`config.mk`:
```
export PLATFORM = sky130hd
export DESIGN_NAME = serial_subtractor
export DESIGN_NICKNAME = d
export VERILOG_FILES = /design/src/rtl/serial_subtractor.sv
export SDC_FILE = /design/constraint.sdc
export NUM_CORES = 1
export LEC_CHECK = 0
export CAP_MARGIN = 20
export CORE_UTILIZATION = 49
export CTS_CLUSTER_SIZE = 25
export DETAILED_ROUTE_END_ITERATION = 8
export PLACE_DENSITY = 0.78
export RECOVER_POWER = 50
export SETUP_SLACK_MARGIN = 0.05
export SYNTH_ARGS = -nofsm -noshare
export SYNTH_HDL_FRONTEND = slang
export SYNTH_SLANG_ARGS = --single-unit
export TNS_END_PERCENT = 20
```
`constraint.sdc`:
```
create_clock -name clk -period 1.58 [get_ports clk]
set_clock_uncertainty 0.1 [all_clocks]
set_input_delay 0.316 -clock clk [delete_from_list [all_inputs] [get_ports clk]]
set_output_delay 0.316 -clock clk [all_outputs]
set_load 0.02 [all_outputs]
```
`src/rtl/serial_subtractor.sv`:
```
// serial_subtractor: bit-serial a - b - bin, LSB first, with start/done handshake
// Define SERIAL_SUB_OVF_EN to register signed overflow on ovf; otherwise ovf is tied low.
module serial_subtractor #(
  parameter int WIDTH = 8
) (
  input  logic             clk,
  input  logic             rst,
  input  logic             start,
  input  logic [WIDTH-1:0] a,
  input  logic [WIDTH-1:0] b,
  input  logic             bin,
  output logic             busy,
  output logic             done,
  output logic [WIDTH-1:0] diff,
  output logic             bout,
  output logic             ovf
);
  localparam int CW = $clog2(WIDTH);
  typedef enum logic [1:0] {IDLE, RUN, DONE} state_t;
  state_t state;
  logic [WIDTH-1:0] a_sh, b_sh;
  logic [CW-1:0] count;
  logic borrow, d, bnew, last;
  assign d = a_sh[0] ^ b_sh[0] ^ borrow;
  assign bnew = (~a_sh[0] & b_sh[0]) | (~(a_sh[0] ^ b_sh[0]) & borrow);
  assign last = count == CW'(WIDTH - 1);
`ifndef SERIAL_SUB_OVF_EN
  assign ovf = 1'b0;
`endif
  // done trails the one-cycle DONE state so it coincides with settled diff/bout
  always_ff @(posedge clk) begin
    if (rst) begin
      state <= IDLE;
      busy <= 1'b0;
      done <= 1'b0;
      diff <= '0;
      bout <= 1'b0;
      a_sh <= '0;
      b_sh <= '0;
      count <= '0;
      borrow <= 1'b0;
`ifdef SERIAL_SUB_OVF_EN
      ovf <= 1'b0;
`endif
    end else begin
      done <= state == DONE;
      case (state)
        RUN: begin
          diff <= {d, diff[WIDTH-1:1]};
          a_sh <= a_sh >> 1;
          b_sh <= b_sh >> 1;
          borrow <= bnew;
          count <= count + 1'b1;
          if (last) begin
            state <= DONE;
            busy <= 1'b0;
            bout <= bnew;
`ifdef SERIAL_SUB_OVF_EN
            ovf <= borrow ^ bnew;
`endif
          end
        end
        default: begin
          state <= start ? RUN : IDLE;
          if (start) begin
            busy <= 1'b1;
            a_sh <= a;
            b_sh <= b;
            borrow <= bin;
            count <= '0;
          end
        end
      endcase
    end
  end
endmodule

```
==> results.sh <==
export IMPL_max_freq_ghz=0.689
export IMPL_syn_area_um2=1480
export IMPL_initial_core_util=0.527
export IMPL_place_hpwl_um=1760
export IMPL_die_area_um2=3240
export IMPL_maxCapViolCount=0
export IMPL_cp_top_family="flip-flops"
export IMPL_crit_path_max_incr_delay_ps=370
export IMPL_synth_area_leaders="dfxtp_1 (45%), a211oi_2 (12%), mux2i_1 (11%)"
export IMPL_firstDrtPassIters=6
export IMPL_final_area_um2=1760
export IMPL_cts_tree="yes"
export IMPL_cts_sinks=33
export IMPL_cts_reportedPaths_clkPinSlew_ps=90
export IMPL_cp_cell_sequence="dlygate4sd2_1"
export IMPL_violations="design-rule violations"
export IMPL_routedWlPerCell_um=12.4
export IMPL_grt_max_degree=26
export IMPL_timing_final_crit_period_ps=1450
export IMPL_antenna_cells=0
export IMPL_worstSetupEndpoint="diff[1]"
export IMPL_die_w_um=56.9
export IMPL_slew_viol_final=0
export IMPL_relSlewSlack=0.665
export IMPL_fill_cells=262
export IMPL_ios=32
export IMPL_fin_setup_tns_ps=0
export IMPL_startpoint_type="flip-flop"
export IMPL_outcome="finished with violations"
export IMPL_hold_viol_final=0
export IMPL_post_route_drc_count=6
export IMPL_drtIter0Drc=19
export IMPL_antenna_left=0
export IMPL_r2r_worst_path_cells=4
export IMPL_cp_depth=1
export IMPL_final_nets=199
export IMPL_p_leak_uw=0.000742
export IMPL_post_place_ws_ps=1.98
export IMPL_clock_root_buffer="clkbuf_4"
export IMPL_layout_drive_gt1_share=0.0904
export IMPL_startpoint="diff[1]"
export IMPL_synth_distinct_cells=25
export IMPL_grt_pass1_vias=997
export IMPL_multi_input_area_um2=628
export IMPL_grt_pass1_wl_um=4290
export IMPL_timing_rr_start="state[0]"
export IMPL_place_area_um2=1810
export IMPL_p_per_area_nw_per_um2=898
export IMPL_vias=1092
export IMPL_worst_slack_ps=128
export IMPL_track_usage=0.178
export IMPL_rsz0062_at_grt="false"
export IMPL_drt_total_wl_um=2570
export IMPL_ff_latch_area_um2=661
export IMPL_core_um2=2810
export IMPL_rows=19
export IMPL_syn_inst=147
export IMPL_die_h_um=56.9
export IMPL_cts_htree_levels=2
export IMPL_hp_class="flip-flop to flip-flop"
export IMPL_yosysSeqAreaShare=0.447
export IMPL_r2r_end="bout"
export IMPL_worst_pin_slew_ps=503
export IMPL_clkLatencyLatePin_ps=330
export IMPL_cp_arrival_ps=1040
export IMPL_io_buffer_count=30
export IMPL_end_kind="primary output"
export IMPL_cp_required_ps=1160
export IMPL_antenna_found_initial=0
export IMPL_path_max_fanout=3
export IMPL_path_class="flip-flop to primary output"
export IMPL_gp_congestion=0.650
export IMPL_vias_per_cell=5.25
export IMPL_critPathBufInv=1
export IMPL_gr_total_overflow=0
export IMPL_yosysWarnings=0
export IMPL_rrSetupSlack_ps=260
export IMPL_ir_drop_mv=0.638
export IMPL_setup_viol=0
export IMPL_cts_buffers=5
export IMPL_synth_area_leader_cell="dfxtp_1"
export IMPL_syn_to_final_growth_pct=18.9
export IMPL_power_uw=1580
export IMPL_clockBufferDepth=2
export IMPL_cp_slowest_cell="dfxtp_1"
export IMPL_syn_avg_cell_area_um2=10.1
export IMPL_ys_ff_latch=33
export IMPL_synth_fp_nets=170
export IMPL_synth_top_area_frac=0.447
export IMPL_period_share=0.919
[flip-flops by register name (all words and copies together), names as in the netlist]
name    flops
a_sh        8
b_sh        8
diff        8
count       3
state       2
borrow      1
bout        1
busy        1
done        1
[area by class of cell]
cell class                      count  share of cell area
Tap cell                           31              0.0221
Clock buffer                        6              0.0235
Clock inverter                      2             0.00569
Inverter                            2             0.00427
Timing Repair Buffer               37               0.211
Multi-Input combinational cell     97               0.357
Sequential cell                    33               0.376
[synth_stat cells, drive strengths merged]
| library cell | number |
|---|---|
| clkbuf | 2 |
| a22oi | 1 |
| o21ai | 1 |
| a221oi | 1 |
| a211oi | 14 |
| dfxtp | 33 |
| inv | 2 |
| nand2b | 2 |
| nor2b | 1 |
| o21a | 1 |
| nor3 | 2 |
| nor3b | 1 |
| a311oi | 1 |
| nand2 | 19 |
| a21oi | 12 |
| nor2 | 17 |
| buf | 13 |
| nand3b | 4 |
| fa | 1 |
| ha | 2 |
| conb | 1 |
| mux2i | 16 |
[per-layer routing]
metal	vias up	wire [µm]	global-route usage
met5	-	0	0
met4	0	30	0.0523
met3	5	184	0.0816
met2	25	1210	0.289
met1	502	1150	0.212
li1	560	-	-
[worst min path at each step]
stage               cells past startpoint  endpoint  slack (ps)      from
finish                                  2   diff[0]         370   diff[0]
global route                            2   diff[7]         390   diff[7]
CTS                                     2   diff[0]         380   diff[0]
detailed placement                      2   diff[0]         360   diff[0]
global placement                        2   diff[0]         350   diff[0]
floorplan                               1      done         340  state[0]
[what timing repair did]
item | 4_1_cts | 5_1_grt
setup buffers | 0 | 0
setup endpoints to repair | 11 | 1
hold buffers | 0 | 0
gates resized for setup | 11 | 1
[cells in the final DEF, fill, tap and decap left out]
master / instances
a211oi_1: 14
nor3_1: 2
fa_1: 1
a21oi_1: 12
dlygate4sd3_1: 1
buf_12: 3
a311oi_2: 1
conb_1: 1
nand2_1: 19
buf_4: 2
dfxtp_1: 33
nand3b_1: 4
nand2b_1: 1
o21a_1: 1
o21ai_0: 1
nand2b_2: 1
ha_1: 2
dlygate4sd2_1: 10
nor2b_1: 1
clkbuf_1: 2
clkbuf_4: 5
mux2i_1: 16
clkdlybuf4s50_1: 18
inv_1: 2
nor3b_1: 1
a22oi_1: 1
clkinv_2: 2
clkbuf_2: 1
a221oi_2: 1
nor2_1: 17
clkdlybuf4s15_1: 1
[through the flow]
stage,instances,hold WS (ps),utilization
after floorplan,147,336,-
after global placement,200,349,0.646
after detailed placement,200,360,0.646
after CTS,208,376,0.659
after global routing,208,392,0.627
final,208,374,0.627
[power by group]
part / internal, µW / switching [µW] / total, µW
sequential: 877 / 24.4 / 902
clock: 169 / 262 / 432
combinational: 128 / 116 / 245
[cells by family after synthesis]
logic type | share of synthesized area
simple gates | 0.136
compound gates | 0.195
flops | 0.447
fa+ha+maj | 0.0305
other cells | 0.00254
mux | 0.108
buf+inv | 0.0804
No activity file was read; power rests on OpenSTA's default activity.
